<file path="src/rtl/shared_mac_scheduler.sv">
// Shares one signed 8x8 multiplier and one 16-bit adder between two requesters.
// A = x1*K1 + x2*K2 and B = v*t + c, with round-robin arbitration.
//
// state | meaning
// IDLE  | arbitrate; a grant captures the operands and selects the equation
// MUL1  | acc <= first product (x1*K1 or v*t)
// MUL2  | acc <= acc + second product (x2*K2 or c*1)
// DONE  | copy acc to the selected result register and pulse its valid
module shared_mac_scheduler #(
  parameter logic signed [7:0] K1 = 8'sd3,
  parameter logic signed [7:0] K2 = 8'sd5
) (
  input  logic        clk,
  input  logic        rst_n,
  input  logic        a_req,
  input  logic [7:0]  a_x1,
  input  logic [7:0]  a_x2,
  output logic        a_gnt,
  output logic        a_valid,
  output logic [15:0] a_result,
  input  logic        b_req,
  input  logic [7:0]  b_v,
  input  logic [7:0]  b_t,
  input  logic [7:0]  b_c,
  output logic        b_gnt,
  output logic        b_valid,
  output logic [15:0] b_result,
  output logic        busy
);

  typedef enum logic [1:0] {IDLE, MUL1, MUL2, DONE} state_t;

  state_t             state, state_nxt;
  logic               sel_b, last_b;
  logic               grant_a, grant_b;
  logic signed [7:0]  op0, op1, op2;
  logic signed [7:0]  mul_a, mul_b;
  logic signed [15:0] acc, product, add_a, sum;

  // Grants are combinational so they coincide with the capturing edge.
  always_comb begin
    grant_a = 1'b0;
    grant_b = 1'b0;
    if (state == IDLE && rst_n) begin
      if (a_req && (!b_req || last_b)) grant_a = 1'b1;
      else if (b_req)                  grant_b = 1'b1;
    end
  end

  assign a_gnt = grant_a;
  assign b_gnt = grant_b;
  assign busy  = (state != IDLE);

  always_comb begin
    state_nxt = state;
    case (state)
      IDLE:    if (grant_a || grant_b) state_nxt = MUL1;
      MUL1:    state_nxt = MUL2;
      MUL2:    state_nxt = DONE;
      DONE:    state_nxt = IDLE;
      default: state_nxt = IDLE;
    endcase
  end

  // c is routed through the multiplier as c*1, so the adder only ever sees acc.
  always_comb begin
    mul_a = op0;
    mul_b = sel_b ? op1 : K1;
    add_a = '0;
    if (state == MUL2) begin
      mul_a = sel_b ? op2 : op1;
      mul_b = sel_b ? 8'sd1 : K2;
      add_a = acc;
    end
  end

  assign product = $signed({{8{mul_a[7]}}, mul_a}) * $signed({{8{mul_b[7]}}, mul_b});
  assign sum     = add_a + product;

  always_ff @(posedge clk or negedge rst_n) begin
    if (!rst_n) state <= IDLE;
    else        state <= state_nxt;
  end

  always_ff @(posedge clk or negedge rst_n) begin
    if (!rst_n) begin
      sel_b    <= 1'b0;
      last_b   <= 1'b1;
      op0      <= '0;
      op1      <= '0;
      op2      <= '0;
      acc      <= '0;
      a_result <= '0;
      b_result <= '0;
      a_valid  <= 1'b0;
      b_valid  <= 1'b0;
    end else begin
      a_valid <= 1'b0;
      b_valid <= 1'b0;
      if (grant_a) begin
        sel_b  <= 1'b0;
        last_b <= 1'b0;
        op0    <= a_x1;
        op1    <= a_x2;
      end
      if (grant_b) begin
        sel_b  <= 1'b1;
        last_b <= 1'b1;
        op0    <= b_v;
        op1    <= b_t;
        op2    <= b_c;
      end
      if (state == MUL1 || state == MUL2) acc <= sum;
      if (state == DONE) begin
        if (sel_b) begin
          b_result <= acc;
          b_valid  <= 1'b1;
        end else begin
          a_result <= acc;
          a_valid  <= 1'b1;
        end
      end
    end
  end

endmodule

</file>
<file path="config.mk">
export PLATFORM = sky130hd
export DESIGN_NAME = shared_mac_scheduler
export DESIGN_NICKNAME = d
export VERILOG_FILES = /design/src/rtl/shared_mac_scheduler.sv
export SDC_FILE = /design/constraint.sdc
export NUM_CORES = 1
export LEC_CHECK = 0
export ABC_AREA = 1
export BUFFER_PORTS_ARGS = -buffer_cell sky130_fd_sc_hd__buf_2
export CELL_PAD_IN_SITES_DETAIL_PLACEMENT = 1
export CELL_PAD_IN_SITES_GLOBAL_PLACEMENT = 2
export CORE_ASPECT_RATIO = 1.75
export CORE_MARGIN = 4
export CORE_UTILIZATION = 30
export CTS_CLUSTER_SIZE = 12
export DETAILED_ROUTE_END_ITERATION = 10
export PLACE_DENSITY = 0.82
export SKIP_CTS_REPAIR_TIMING = 1
export SLEW_MARGIN = 30
export SYNTH_ARGS = -nofsm -noshare
export SYNTH_HDL_FRONTEND = slang
export SYNTH_SLANG_ARGS = --single-unit
</file>
<file path="constraint.sdc">
create_clock -name clk -period 12.06 [get_ports clk]
set_input_delay 0.603 -clock clk [delete_from_list [all_inputs] [get_ports clk]]
set_output_delay 0.603 -clock clk [all_outputs]
set_load 0.02 [all_outputs]
</file>
# Word level (Yosys, flattened, before mapping)
# Index checks and enable logic that the tools add are counted.
[totals]
regBits = 78
output_inout_bits = 37
wordCells = 52
[op_classes]
n_addsub = 1
mul = 1
n_eq_ne = 4
mux = 23
bitwise = 1
reduce_logical = 11
[op_table]
columns = ["operator", "count"]
rows = [
  ["$mux 8", 8],
  ["$add 16x16->16", 1],
  ["$mul 8x8->16", 1],
  ["$mux 16", 1],
  ["$mux 1", 11],
  ["$pmux 2 s4", 1],
  ["$eq 2x2->1 const B", 2],
  ["$reduce_and 2->1", 2],
  ["$reduce_bool 2->1", 2],
  ["$logic_or 1x1->1", 3],
  ["$mux 3", 1],
  ["$eq 2x1->1 const B", 1],
  ["$logic_and 1x1->1", 2],
  ["$logic_not 2->1", 1],
  ["$mux 2", 1],
  ["$ne 2x1->1 const B", 1],
  ["$logic_not 1->1", 1],
  ["$not 1->1", 1],
]

# Depth between registers and ports, before layout
# Gate-level depths: netlist of the first run.
[depth]
ltp_word = 8
depth_mapped = 28

# Worst setup path before layout of the first run
# OpenSTA, ideal clock, no wires.
[synth_timing]
path_type = "reg2reg"
from = "register state[0]"
to = "register acc[11]"
setup_ns = 0.117
arrival_ns = 5.289
required_time_ns = 11.943
path_slack_ns = 6.653
path_stages_with_launch = 19
path_buffers = 0
period_less_slack_ns = 5.407
path_cell_list = "dfrtp_1 > inv_1 > ha_1 > inv_1 > o21ai_2 > inv_1 > nor2_1 > fa_1 > fa_1 > fa_1 > fa_1 > fa_1 > ha_1 > a21oi_1 > a21boi_2 > o21ai_2 > or2_0 > nand3_1 > nand2_1"
[synth_between]
elab_chain_cells = 4
elab_cells_between_ends = 8
cone_classes = "add/sub: 1; mul: 1; eq/ne: 2; mux: 3; reduce/logical: 1"
[synth_rtl]
columns = ["item", "line_no", "rtl"]
rows = [
  ["start, declared", "33", "state_t state, state_nxt;"],
  ["start signal, assigned", "82", "else state <= state_nxt;"],
  ["$eq 2x2->1", "70, 113", ""],
  ["$mux 8", "70", "if (state == MUL2) begin"],
  ["$mul 8x8->16", "77", "assign product = $signed({{8{mul_a[7]}}, mul_a}) * $signed({{8{mul_b[7]}}, mul_b});"],
  ["$add 16x16->16", "78", "assign sum = add_a + product;"],
  ["end signal, assigned", "113", "if (state == MUL1 || state == MUL2) acc <= sum;"],
  ["end, declared", "38", "logic signed [15:0] acc, product, add_a, sum;"],
]
# Parallel ways exist; a longest one is shown, timed or not.
# A chain may end at the register's enable or synchronous reset.

# Final worst setup path of the first run
[layout_timing]
from = "register state[0]"
to = "register acc[10]"
# Same word-level chain as after synthesis.

==> load_flow_metrics.sql, run 1 <==
INSERT INTO impl_metrics (metric_group, metric, value, unit) VALUES
('placement', 'numPortBuffers', '80', ''),
('clocking', 'tritoncts', 'yes', ''),
('sta', 'max-slew-margin-rel', '44.6', '%'),
('setup_path', 'setup.worst_path.class', 'reg2reg', ''),
('route', 'post_dr_wirelength_cell', '15.6', 'µm'),
('logic_synthesis', 'synthCells', '792', ''),
('sta', 'setup_viol_count_final', '0', ''),
('setup_path', 'critPathMaxFanout', '23', ''),
('job', 'max_cap_viol_count', '0', ''),
('clocking', 'cts.sinks', '78', ''),
('route', 'dr_total_vias', '5288', ''),
('final_layout', 'nNetsFinal', '1024', ''),
('global_route', 'track_usage', '16.0', '%'),
('global_route', 'globalRouteOverflowTotal', '0', ''),
('die', 'floorplan.core_area', '0.0214', 'mm²'),
('setup_path', 'timing.rr.start', 'state[0]', ''),
('setup_path', 'cp.arrival', '6.42', 'ns'),
('logic_synthesis', 'synth_warnings', '0', ''),
('route', 'drt_iter0_markers', '188', ''),
('sta', 'worst_slew_pin_slew', '0.830', 'ns'),
('setup_path', 'endpoint_kind', 'flop', ''),
('route', 'totalWireLength', '18200', 'µm'),
('clocking', 'worst_path_clk_slew', '0.07', 'ns'),
('final_layout', 'area.growth.synth_to_final', '15.6', '%'),
('global_route', 'number_of_antenna_violations_at_the_first_check_in_global_routing', '0', ''),
('status', 'outcome', 'finished, final reports clean', ''),
('sta', 'tns', '0', 'ns'),
('final_layout', 'num_antenna_cells', '0', ''),
('sta', 'final_hold_vios', '0', ''),
('logic_synthesis', 'syn_area_per_cell', '8.20', 'µm²'),
('logic_synthesis', 'seq_area_frac_synth', '30.1', '%'),
('die', 'floorplan.die_area', '0.0242', 'mm²'),
('setup_path', 'cp-startpoint', 'state[0]', ''),
('clocking', 'cts-buffers-inserted', '9', ''),
('placement', 'place_hpwl', '15100', 'µm'),
('setup_path', 'setup.worst_path.start_class', 'flop', ''),
('route', 'post-route-drc-count', '0', ''),
('sta', 'rsz_0062_raised_after_global_routing', 'no', ''),
('sta', 'final_min_period_over_clock_period', '51.1', '%'),
('global_route', 'maximum_number_of_pins_on_one_net_before_global_route_repair', '54', ''),
('die', 'die_height', '203', 'µm'),
('logic_synthesis', 'synth.distinct_cells', '36', ''),
('setup_path', 'worst-endpoint-required', '12.32', 'ns'),
('sta', 'fmax', '162', 'MHz'),
('sta', 'final.min_clock_period', '6.16', 'ns'),
('global_route', 'grt_first_pass_wirelength', '30400', 'µm'),
('logic_synthesis', 'synthesis.area', '0.00650', 'mm²'),
('logic_synthesis', 'syn_nets', '949', ''),
('die', 'floorplan.io_pins', '81', ''),
('clocking', 'clockBufferDepth', '2', ''),
('min_path', 'hold_class', 'in2async', ''),
('global_route', 'grt_pass1_vias', '6041', ''),
('placement', 'gp_congestion', '0.854', ''),
('clocking', 'worst_skew_pair.late_latency', '0.35', 'ns'),
('die', 'die_width', '119', 'µm'),
('clocking', 'cts_root_buffer', 'sky130_fd_sc_hd__clkbuf_16', ''),
('die', 'floorplan.initialDensity', '30.3', '%'),
('die', 'placement_rows', '71', ''),
('final_layout', 'drive_gt1_share', '14.3', '%'),
('logic_synthesis', 'synth.ff_latch_count', '78', ''),
('sta', 'final-max-slew-violation-count', '0', ''),
('route', 'avgViaCountPerCell', '4.54', ''),
('route', 'drt_first_pass_iters', '4', ''),
('sta', 'final.setup_skew', '0.00765', 'ns'),
('clocking', 'htree_num_levels', '3', ''),
('route', 'postRouteAntennaNets', '0', '');
worst max-delay path: stages, from the launching register on:
cell and delay [ns]:
sky130_fd_sc_hd__dfrtp_1 0.40, sky130_fd_sc_hd__inv_1 0.15, sky130_fd_sc_hd__ha_1 0.18, sky130_fd_sc_hd__buf_4 0.29, sky130_fd_sc_hd__inv_1 0.28, sky130_fd_sc_hd__o21ai_2 0.27
sky130_fd_sc_hd__inv_1 0.12, sky130_fd_sc_hd__nor2_2 0.58, sky130_fd_sc_hd__fa_1 0.56, sky130_fd_sc_hd__fa_1 0.50, sky130_fd_sc_hd__fa_1 0.59, sky130_fd_sc_hd__fa_1 0.44
sky130_fd_sc_hd__fa_1 0.45, sky130_fd_sc_hd__ha_1 0.36, sky130_fd_sc_hd__inv_1 0.08, sky130_fd_sc_hd__o21ai_1 0.19, sky130_fd_sc_hd__nand2_1 0.07, sky130_fd_sc_hd__nand2_1 0.08
sky130_fd_sc_hd__a21oi_1 0.06, sky130_fd_sc_hd__or2_0 0.25, sky130_fd_sc_hd__a31oi_1 0.17
per-stage QoR:
| step | cell area [µm²] | hold slack [ns] | cells | util, % | worst slack [ns] |
|---|---|---|---|---|---|
| 6_report | 7510 | 0.160 | 1164 | 35.1 | 5.90 |
| 5_1_grt | 7510 | 0.187 | 1164 | 35.1 | 5.38 |
| 4_1_cts | 7500 | 0.170 | 1164 | 35.1 | 5.80 |
| 3_5_place_dp | 7180 | 0.473 | 1148 | 33.5 | 5.82 |
| 3_3_place_gp | 7180 | 0.463 | 1148 | 33.5 | 5.67 |
| 2_1_floorplan | 6500 | 0.307 | 792 | - | 6.65 |
Yosys cell counts:
master / count / share of area (%)
sky130_fd_sc_hd__nand2_1: 225 / 13
sky130_fd_sc_hd__inv_1: 162 / 9.4
sky130_fd_sc_hd__dfrtp_1: 77 / 30
sky130_fd_sc_hd__fa_1: 71 / 22
sky130_fd_sc_hd__o21ai_0: 52 / 4.0
sky130_fd_sc_hd__nor2_1: 51 / 2.9
sky130_fd_sc_hd__ha_1: 42 / 8.1
sky130_fd_sc_hd__nand3_1: 28 / 2.2
sky130_fd_sc_hd__a21oi_1: 16 / 1.2
sky130_fd_sc_hd__o211ai_1: 10 / 1.2
sky130_fd_sc_hd__o21ai_2: 10 / 1.3
sky130_fd_sc_hd__clkbuf_1: 8 / 0.46
sky130_fd_sc_hd__buf_2: 4 / 0.31
sky130_fd_sc_hd__buf_6: 3 / 0.52
sky130_fd_sc_hd__inv_2: 3 / 0.17
sky130_fd_sc_hd__xnor2_1: 3 / 0.40
sky130_fd_sc_hd__a31oi_1: 2 / 0.19
sky130_fd_sc_hd__buf_4: 2 / 0.23
sky130_fd_sc_hd__nand2_2: 2 / 0.19
sky130_fd_sc_hd__nand4_1: 2 / 0.19
sky130_fd_sc_hd__o21bai_1: 2 / 0.23
sky130_fd_sc_hd__o22ai_1: 2 / 0.19
sky130_fd_sc_hd__or2_0: 2 / 0.19
sky130_fd_sc_hd__a21boi_2: 1 / 0.17
sky130_fd_sc_hd__a21oi_2: 1 / 0.13
sky130_fd_sc_hd__a31o_2: 1 / 0.13
sky130_fd_sc_hd__buf_1: 1 / 0.058
sky130_fd_sc_hd__dfstp_2: 1 / 0.40
sky130_fd_sc_hd__inv_4: 1 / 0.096
sky130_fd_sc_hd__nand2_4: 1 / 0.17
sky130_fd_sc_hd__nand3_2: 1 / 0.15
sky130_fd_sc_hd__nor2_2: 1 / 0.096
sky130_fd_sc_hd__nor2_4: 1 / 0.17
sky130_fd_sc_hd__nor3_1: 1 / 0.077
sky130_fd_sc_hd__o21ai_1: 1 / 0.077
sky130_fd_sc_hd__xor2_1: 1 / 0.13
logic make-up (layout without fill, tap and decap cells):
logic type,after synthesis,in the layout,synth area share [%]
and+or+nand+nor,315,315,19.4
buffers and inverters,184,264,11.2
adders and majority gates,113,113,30.0
AOI/OAI and AO/OA,98,98,8.88
DFF,78,78,30.1
xor gates and xnor gates,4,4,0.539
placed cells by master (no fill, tap or decap), types with 3 or more instances in the layout:
master / count
sky130_fd_sc_hd__o21ai_0: 52
sky130_fd_sc_hd__a21oi_1: 16
sky130_fd_sc_hd__nand2_2: 4
sky130_fd_sc_hd__o211ai_1: 10
sky130_fd_sc_hd__buf_2: 79
sky130_fd_sc_hd__xnor2_1: 3
sky130_fd_sc_hd__buf_4: 3
sky130_fd_sc_hd__inv_1: 162
sky130_fd_sc_hd__ha_1: 41
sky130_fd_sc_hd__nor2_1: 50
sky130_fd_sc_hd__fa_1: 71
sky130_fd_sc_hd__clkbuf_16: 9
sky130_fd_sc_hd__nand2_1: 223
sky130_fd_sc_hd__o21ai_2: 10
sky130_fd_sc_hd__inv_2: 3
sky130_fd_sc_hd__dfrtp_1: 77
sky130_fd_sc_hd__nand3_1: 28
final cells by class:
| type | instances | area, µm² |
|---|---|---|
| multi-input cells | 530 | 3830 |
| repair buffers | 82 | 418 |
| well taps | 292 | 365 |
| inverters | 166 | 626 |
| clock inverters | 6 | 95.1 |
| fillers | 2585 | 13900 |
| clock buffers | 10 | 229 |
| flip-flops and latches | 78 | 1950 |
registers in the layout (all words and copies together) (netlist names):
register  flops
op2           8
op1           8
a_result     16
state         2
a_valid       1
last_b        1
acc          16
b_valid       1
sel_b         1
op0           8
b_result     16
metal layers:
layer	share of wire (%)	global-route usage [%]	vias to the layer above
li1	-	-	2548
met1	33	15.2	2621
met2	60	32.4	75
met3	1.9	1.98	44
met4	4.8	8.37	0
met5	0	0	-
path summary, 6_finish.rpt:
check,end,slack [ns],cells after the start
max,acc[10],5.90,20
min,b_result[1],0.16,1
max reg2reg,acc[10],5.90,20
min reg2reg,a_result[5],0.49,2
max in group asynchronous,op2[3],10.86,2
min in group clk,op2[2],0.46,3
Power of run 1 is left out: the tool's default activity adds up to more than one toggle a clock period on the data nets, which glitch-free logic cannot reach.
==> run 2: changes to the inputs <==
--- a/config.mk
+++ b/config.mk
@@ -5,7 +5,7 @@
 export SDC_FILE = /design/constraint.sdc
 export NUM_CORES = 1
 export LEC_CHECK = 0
-export ABC_AREA = 1
+export ABC_AREA = 0
 export BUFFER_PORTS_ARGS = -buffer_cell sky130_fd_sc_hd__buf_2
 export CELL_PAD_IN_SITES_DETAIL_PLACEMENT = 1
 export CELL_PAD_IN_SITES_GLOBAL_PLACEMENT = 2
@@ -14,7 +14,7 @@
 export CORE_UTILIZATION = 30
 export CTS_CLUSTER_SIZE = 12
 export DETAILED_ROUTE_END_ITERATION = 10
-export PLACE_DENSITY = 0.82
+export PLACE_DENSITY = 0.8
 export SKIP_CTS_REPAIR_TIMING = 1
 export SLEW_MARGIN = 30
 export SYNTH_ARGS = -nofsm -noshare
==> constraint.sdc (replaced) <==
create_clock -name clk -period 5.1 [get_ports clk]
set_input_delay 0.255 -clock clk [delete_from_list [all_inputs] [get_ports clk]]
set_output_delay 0.255 -clock clk [all_outputs]
set_load 0.02 [all_outputs]
==> load_flow_metrics.sql, run 2 <==
INSERT INTO impl_metrics (metric_group, metric, value, unit) VALUES
('sta', 'tns', '-0.00367', 'ns'),
('final_layout', 'area.growth.synth_to_final', '27.8', '%'),
('route', 'post-route-drc-count', '0', ''),
('global_route', 'grt_pass1_vias', '5664', ''),
('clocking', 'cts.sinks', '78', ''),
('job', 'max_cap_viol_count', '0', ''),
('clocking', 'worst_path_clk_slew', '0.06', 'ns'),
('logic_synthesis', 'syn_nets', '764', ''),
('placement', 'gp_congestion', '0.819', ''),
('sta', 'timing.hold.ws', '0.0874', 'ns'),
('logic_synthesis', 'yosysTopAreaCellShare', '30.4', '%'),
('setup_path', 'setup.worst_path.start_class', 'flop', ''),
('logic_synthesis', 'syn_area_per_cell', '10.4', 'µm²'),
('sta', 'max-slew-margin-rel', '39.3', '%'),
('logic_synthesis', 'ys_dominant_reg_cell', 'sky130_fd_sc_hd__dfrtp_1', ''),
('route', 'avgViaCountPerCell', '4.80', ''),
('sta', 'final_min_period_over_clock_period', '100', '%'),
('setup_path', 'worst-endpoint-required', '5.34', 'ns'),
('setup_path', 'crit_chain', 'inv_2 > ha_4 > nor2_4 > buf_4 > buf_6 > and3_4 > fa_2 > inv_4 > fa_1 > inv_1 > fa_1 > inv_1 > fa_1 > inv_1 > ha_1 > ha_1 > o21ai_1 > a21oi_1 > o32ai_2 > or4b_1 > o221ai_1', ''),
('sta', 'final-max-slew-violation-count', '0', ''),
('setup_path', 'cp_slowest_cell', 'sky130_fd_sc_hd__fa_2', ''),
('route', 'dr_total_vias', '4791', ''),
('final_layout', 'nNetsFinal', '899', ''),
('route', 'drt_iter0_markers', '80', ''),
('final_layout', 'layout_commonest_cell', 'sky130_fd_sc_hd__buf_2', ''),
('status', 'violations', 'setup timing', ''),
('setup_path', 'rrSetupSlack', '-0.004', 'ns'),
('clocking', 'cts_root_buffer', 'sky130_fd_sc_hd__clkbuf_16', ''),
('clocking', 'clockBufferDepth', '2', ''),
('min_path', 'hold_class', 'in2async', ''),
('logic_synthesis', 'yosysMostFrequentCell', 'sky130_fd_sc_hd__inv_1', ''),
('route', 'post_dr_wirelength_cell', '17.7', 'µm'),
('logic_synthesis', 'synth.distinct_cells', '42', ''),
('global_route', 'number_of_antenna_violations_at_the_first_check_in_global_routing', '0', ''),
('logic_synthesis', 'synthCells', '607', ''),
('die', 'die_height', '200', 'µm'),
('setup_path', 'endpoint_kind', 'flop', ''),
('global_route', 'maximum_number_of_pins_on_one_net_before_global_route_repair', '79', ''),
('setup_path', 'cell_family_contributing_the_most_delay_on_the_critical_path', 'adder cells', ''),
('logic_synthesis', 'async_flop_share', '100', '%'),
('clocking', 'cts-buffers-inserted', '9', ''),
('clocking', 'tritoncts', 'yes', ''),
('global_route', 'track_usage', '15.7', '%'),
('clocking', 'worst_skew_pair.late_latency', '0.34', 'ns'),
('final_layout', 'drive_gt1_share', '35.5', '%'),
('placement', 'place_hpwl', '14500', 'µm'),
('sta', 'final.setup_skew', '0.00450', 'ns'),
('setup_path', 'setup.worst_path.class', 'reg2reg', ''),
('final_layout', 'num_antenna_cells', '0', ''),
('route', 'postRouteAntennaNets', '0', ''),
('die', 'floorplan.die_area', '0.0236', 'mm²'),
('setup_path', 'critPathMaxStageDelay', '0.63', 'ns'),
('clocking', 'htree_num_levels', '3', ''),
('sta', 'final.min_clock_period', '5.10', 'ns'),
('global_route', 'globalRouteOverflowTotal', '0', ''),
('route', 'totalWireLength', '17600', 'µm'),
('sta', 'fmax', '196', 'MHz'),
('die', 'die_width', '118', 'µm'),
('die', 'floorplan.io_pins', '81', ''),
('final_layout', 'final_cells', '998', ''),
('sta', 'rsz_0062_raised_after_global_routing', 'yes', ''),
('logic_synthesis', 'number_of_enable_flip_flop_cells_after_synthesis', '0', ''),
('sta', 'setup_viol_count_final', '1', ''),
('status', 'outcome', 'complete, but fails checks', ''),
('sta', 'final_hold_vios', '0', ''),
('logic_synthesis', 'synth_area_leaders', 'sky130_fd_sc_hd__dfrtp_1 30%, sky130_fd_sc_hd__fa_1 22%, sky130_fd_sc_hd__ha_1 8.3%', ''),
('final_layout', 'most-common-layout-cells', '79 x sky130_fd_sc_hd__buf_2, 76 x sky130_fd_sc_hd__dfrtp_1, 75 x sky130_fd_sc_hd__inv_1', ''),
('placement', 'numPortBuffers', '80', ''),
('logic_synthesis', 'synth_commonest_cells', '82 x sky130_fd_sc_hd__inv_1, 77 x sky130_fd_sc_hd__dfrtp_1, 71 x sky130_fd_sc_hd__fa_1, 68 x sky130_fd_sc_hd__nand2_1, 45 x sky130_fd_sc_hd__mux2_2', ''),
('logic_synthesis', 'seq_area_frac_synth', '30.9', '%'),
('setup_path', 'critPathMaxFanout', '6', ''),
('global_route', 'grt_first_pass_wirelength', '29100', 'µm'),
('sta', 'worst_slew_pin_slew', '0.908', 'ns'),
('logic_synthesis', 'synth_largest_area_cell', 'sky130_fd_sc_hd__dfrtp_1', ''),
('final_layout', 'layout_top_registers', 'a_result x16, acc x16, b_result x16', ''),
('logic_synthesis', 'synth_warnings', '0', ''),
('logic_synthesis', 'synth.ff_latch_count', '78', ''),
('placement', 'dp.cells', '982', ''),
('die', 'floorplan.core_area', '0.0208', 'mm²'),
('die', 'placement_rows', '70', ''),
('logic_synthesis', 'synthesis.area', '0.00633', 'mm²'),
('die', 'floorplan.initialDensity', '30.4', '%'),
('setup_path', 'critical_path.n_buffers_inverters', '7', ''),
('final_layout', 'finalCoreUtilization', '38.8', '%'),
('setup_path', 'cp.arrival', '5.35', 'ns'),
('sta', 'final_worst_slack', '-0.00367', 'ns'),
('route', 'drt_first_pass_iters', '4', '');
==> run 2: cell types whose count changed after synthesis, moves of 24 or more <==
cell                      change
sky130_fd_sc_hd__and3_1      +26
sky130_fd_sc_hd__inv_1       -80
sky130_fd_sc_hd__mux2_2      +45
sky130_fd_sc_hd__nand2_1    -157
sky130_fd_sc_hd__nor2_1      -24
sky130_fd_sc_hd__o21ai_0     -37
==> run 2: metal layers <==
metal | track usage (%) | part of all wire (%)
met1 | 15.7 | 37
met2 | 31.3 | 58
met3 | 2.03 | 2.1
met4 | 7.17 | 3.2
met5 | 0 | 0
==> run 2: path summary, 6_finish.rpt <==
| kind | startpoint | endpoint | cells past startpoint |
|---|---|---|---|
| setup / recovery | state[0] | acc[15] | 21 |
| hold / removal | rst_n | op2[5] | 2 |
| setup reg to reg | state[0] | acc[15] | 21 |
| hold reg to reg | b_result[12] | b_result[12] | 2 |
| max in group asynchronous | rst_n | a_result[14] | 2 |
| min in group clk | a_x2[0] | op1[0] | 3 |
==> run 2: layout make-up <==
cell class | instances | area [µm²]
Fill cell | 2359 | 12800
Clock inverter | 3 | 43.8
Sequential cell | 78 | 1950
Inverter | 82 | 313
Tap cell | 252 | 315
Timing Repair Buffer | 155 | 1010
Multi-Input combinational cell | 416 | 4210
Clock buffer | 12 | 246
==> run 2: cell families after synthesis <==
kind of cell / after synthesis / share of synthesized area (%)
and+or+nand+nor: 154 / 11.3
buffers and inverters: 113 / 6.80
adders and majority gates: 113 / 30.8
AOI/OAI and AO/OA: 82 / 8.64
DFF: 78 / 30.9
muxes: 54 / 9.43
xor gates and xnor gates: 13 / 2.23
==> run 2: metrics by stage <==
step | setup WS (ns) | cell area (µm²)
6_report | -0.00367 | 8090
5_1_grt | -0.199 | 8090
4_1_cts | -0.290 | 7810
3_5_place_dp | -0.257 | 7520
3_3_place_gp | -0.194 | 7510
2_1_floorplan | 0.00193 | 6350
==> run 2: worst register-to-register path, stage by stage, from the launching register on <==
cell and delay (ns):
sky130_fd_sc_hd__dfrtp_1 0.39, sky130_fd_sc_hd__inv_2 0.09, sky130_fd_sc_hd__ha_4 0.18, sky130_fd_sc_hd__nor2_4 0.06
sky130_fd_sc_hd__buf_4 0.15, sky130_fd_sc_hd__buf_6 0.13, sky130_fd_sc_hd__and3_4 0.18, sky130_fd_sc_hd__fa_2 0.63
sky130_fd_sc_hd__inv_4 0.07, sky130_fd_sc_hd__fa_1 0.51, sky130_fd_sc_hd__inv_1 0.05, sky130_fd_sc_hd__fa_1 0.48
sky130_fd_sc_hd__inv_1 0.05, sky130_fd_sc_hd__fa_1 0.47, sky130_fd_sc_hd__inv_1 0.05, sky130_fd_sc_hd__ha_1 0.27
sky130_fd_sc_hd__ha_1 0.30, sky130_fd_sc_hd__o21ai_1 0.07, sky130_fd_sc_hd__a21oi_1 0.20, sky130_fd_sc_hd__o32ai_2 0.10
sky130_fd_sc_hd__or4b_1 0.51, sky130_fd_sc_hd__o221ai_1 0.09
Power of run 2 is left out for the same reason.
==> run 3: changes to the inputs <==
--- a/config.mk
+++ b/config.mk
@@ -10,7 +10,7 @@
 export CELL_PAD_IN_SITES_DETAIL_PLACEMENT = 1
 export CELL_PAD_IN_SITES_GLOBAL_PLACEMENT = 2
 export CORE_ASPECT_RATIO = 1.75
-export CORE_MARGIN = 4
+export CORE_MARGIN = 1
 export CORE_UTILIZATION = 30
 export CTS_CLUSTER_SIZE = 12
 export DETAILED_ROUTE_END_ITERATION = 10
==> load_flow_metrics.sql, run 3 (synthesis results as in run 2) <==
INSERT INTO impl_metrics (metric_group, metric, value, unit) VALUES
('status', 'outcome', 'complete, but fails checks', ''),
('status', 'violations', 'DRC', ''),
('min_path', 'hold_class', 'in2reg', ''),
('sta', 'max-slew-margin-rel', '38.7', '%'),
('global_route', 'track_usage', '17.3', '%'),
('final_layout', 'drive_gt1_share', '36.4', '%'),
('die', 'floorplan.core_area', '0.0208', 'mm²'),
('final_layout', 'area.growth.synth_to_final', '29.4', '%'),
('min_path', 'min_from', 'a_x1[5]', ''),
('placement', 'place_hpwl', '14000', 'µm'),
('route', 'postRouteAntennaNets', '0', ''),
('route', 'post_dr_wirelength_cell', '17.3', 'µm'),
('setup_path', 'setup.worst_path.start_class', 'flop', ''),
('job', 'max_cap_viol_count', '0', ''),
('final_layout', 'num_antenna_cells', '0', ''),
('setup_path', 'critPathMaxFanout', '9', ''),
('global_route', 'globalRouteOverflowTotal', '0', ''),
('final_layout', 'fill_cells', '2345', ''),
('sta', 'final_hold_vios', '0', ''),
('final_layout', 'nNetsFinal', '897', ''),
('final_layout', 'most-common-layout-cells', '79 x sky130_fd_sc_hd__buf_2, 76 x sky130_fd_sc_hd__inv_1, 76 x sky130_fd_sc_hd__dfrtp_1', ''),
('die', 'die_height', '194', 'µm'),
('sta', 'final-max-slew-violation-count', '0', ''),
('sta', 'final.setup_skew', '0.00512', 'ns'),
('setup_path', 'r2r_cells', '21', ''),
('route', 'totalWireLength', '17300', 'µm'),
('sta', 'rsz_0062_raised_after_global_routing', 'yes', ''),
('route', 'drt_iter0_markers', '71', ''),
('final_layout', 'layout_top_registers', 'a_result x16, acc x16, b_result x16', ''),
('sta', 'worst_slew_pin_slew', '0.917', 'ns'),
('sta', 'final_min_period_over_clock_period', '100', '%'),
('final_layout', 'layout_commonest_cell', 'sky130_fd_sc_hd__buf_2', ''),
('sta', 'fmax', '196', 'MHz'),
('global_route', 'grt_pass1_vias', '5486', ''),
('setup_path', 'rrSetupSlack', '0.002', 'ns'),
('die', 'placement_rows', '70', ''),
('clocking', 'cts_root_buffer', 'sky130_fd_sc_hd__clkbuf_16', ''),
('min_path', 'whs_path_depth', '3', ''),
('die', 'floorplan.die_area', '0.0217', 'mm²'),
('placement', 'numPortBuffers', '80', ''),
('sta', 'final.min_clock_period', '5.10', 'ns'),
('global_route', 'maximum_number_of_pins_on_one_net_before_global_route_repair', '49', ''),
('route', 'dr_total_vias', '4819', ''),
('global_route', 'number_of_antenna_violations_at_the_first_check_in_global_routing', '0', ''),
('sta', 'setup_viol_count_final', '0', ''),
('setup_path', 'cp.arrival', '5.35', 'ns'),
('setup_path', 'r2r-end', 'acc[15]', ''),
('clocking', 'cts-buffers-inserted', '9', ''),
('clocking', 'clockBufferDepth', '2', ''),
('setup_path', 'timing.rr.start', 'state[0]', ''),
('route', 'post-route-drc-count', '5', ''),
('clocking', 'htree_num_levels', '3', ''),
('die', 'floorplan.initialDensity', '30.5', '%'),
('route', 'drt_first_pass_iters', '7', ''),
('global_route', 'grt_first_pass_wirelength', '29100', 'µm'),
('clocking', 'worst_path_clk_slew', '0.06', 'ns'),
('die', 'die_width', '112', 'µm'),
('clocking', 'worst_skew_pair.late_latency', '0.34', 'ns'),
('clocking', 'cts.sinks', '78', ''),
('placement', 'gp_congestion', '0.806', ''),
('route', 'avgViaCountPerCell', '4.83', ''),
('min_path', 'holdPathEnd', 'op0[5]', ''),
('die', 'floorplan.io_pins', '81', ''),
('clocking', 'tritoncts', 'yes', ''),
('setup_path', 'endpoint_kind', 'flop', ''),
('final_layout', 'finalCoreUtilization', '39.5', '%'),
('setup_path', 'worst-endpoint-required', '5.36', 'ns'),
('setup_path', 'setup.worst_path.class', 'reg2reg', ''),
('sta', 'tns', '0', 'ns');
[run 3: changes by cell type in the layout (fill, tap and decap cells not counted), moves of 2 or more]
cell / delta
sky130_fd_sc_hd__buf_4: -3
sky130_fd_sc_hd__clkbuf_1: -2
sky130_fd_sc_hd__fa_1: -2
sky130_fd_sc_hd__fa_2: +2
sky130_fd_sc_hd__ha_1: -4
sky130_fd_sc_hd__ha_4: +5
sky130_fd_sc_hd__nor2b_2: -2
[run 3: worst max path at each step]
| stage | start | end | slack, ns | depth (start not counted) |
|---|---|---|---|---|
| 2_1_floorplan | state[0] | acc[12] | 0.002 | 20 |
| 3_3_place_gp | state[0] | acc[14] | -0.27 | 17 |
| 3_5_place_dp | state[0] | acc[14] | -0.36 | 17 |
| 4_1_cts | state[0] | acc[14] | -0.44 | 17 |
| 5_1_grt | state[0] | acc[15] | -0.19 | 21 |
| 6_report | state[0] | acc[15] | 0.002 | 21 |
[run 3: cell type report]
class	count	area (µm²)	share of cell area, %
Clock buffer	11	253	3.09
Clock inverter	5	81.3	0.993
Inverter	82	310	3.79
Multi-Input combinational cell	416	4280	52.2
Sequential cell	78	1950	23.9
Tap cell	252	315	3.85
Timing Repair Buffer	153	1000	12.2
[run 3: stage by stage]
step                instances  hold slack, ns  setup WS [ns]  area (µm²)
floorplan                 607         -0.0406        0.00193        6350
global placement          972           0.216         -0.273        7450
detailed placement        972           0.219         -0.360        7450
CTS                       988          -0.148         -0.438        7780
global route              997           0.133         -0.187        8190
finish                    997           0.135        0.00230        8190
[run 3: worst max-delay path, stage by stage, from the launching register on]
cell and delay (ns):
sky130_fd_sc_hd__dfrtp_1 0.39, sky130_fd_sc_hd__inv_2 0.12, sky130_fd_sc_hd__ha_4 0.19, sky130_fd_sc_hd__nor2_4 0.05, sky130_fd_sc_hd__buf_6 0.13, sky130_fd_sc_hd__buf_6 0.13, sky130_fd_sc_hd__and3_4 0.18, sky130_fd_sc_hd__fa_2 0.63
sky130_fd_sc_hd__inv_4 0.07, sky130_fd_sc_hd__fa_1 0.49, sky130_fd_sc_hd__inv_1 0.06, sky130_fd_sc_hd__fa_1 0.47, sky130_fd_sc_hd__inv_1 0.05, sky130_fd_sc_hd__fa_1 0.48, sky130_fd_sc_hd__inv_1 0.07, sky130_fd_sc_hd__ha_4 0.22
sky130_fd_sc_hd__ha_4 0.27, sky130_fd_sc_hd__o21ai_0 0.09, sky130_fd_sc_hd__a21oi_1 0.19, sky130_fd_sc_hd__o32ai_2 0.11, sky130_fd_sc_hd__or4b_1 0.54, sky130_fd_sc_hd__o221ai_2 0.08
[run 3: metal layers]
metal  GRT usage, %  share of wire [%]
met5              0                  0
met4           6.86                2.7
met3           2.16                2.3
met2           33.2                 57
met1           18.8                 38
Power of run 3 is left out for the same reason.
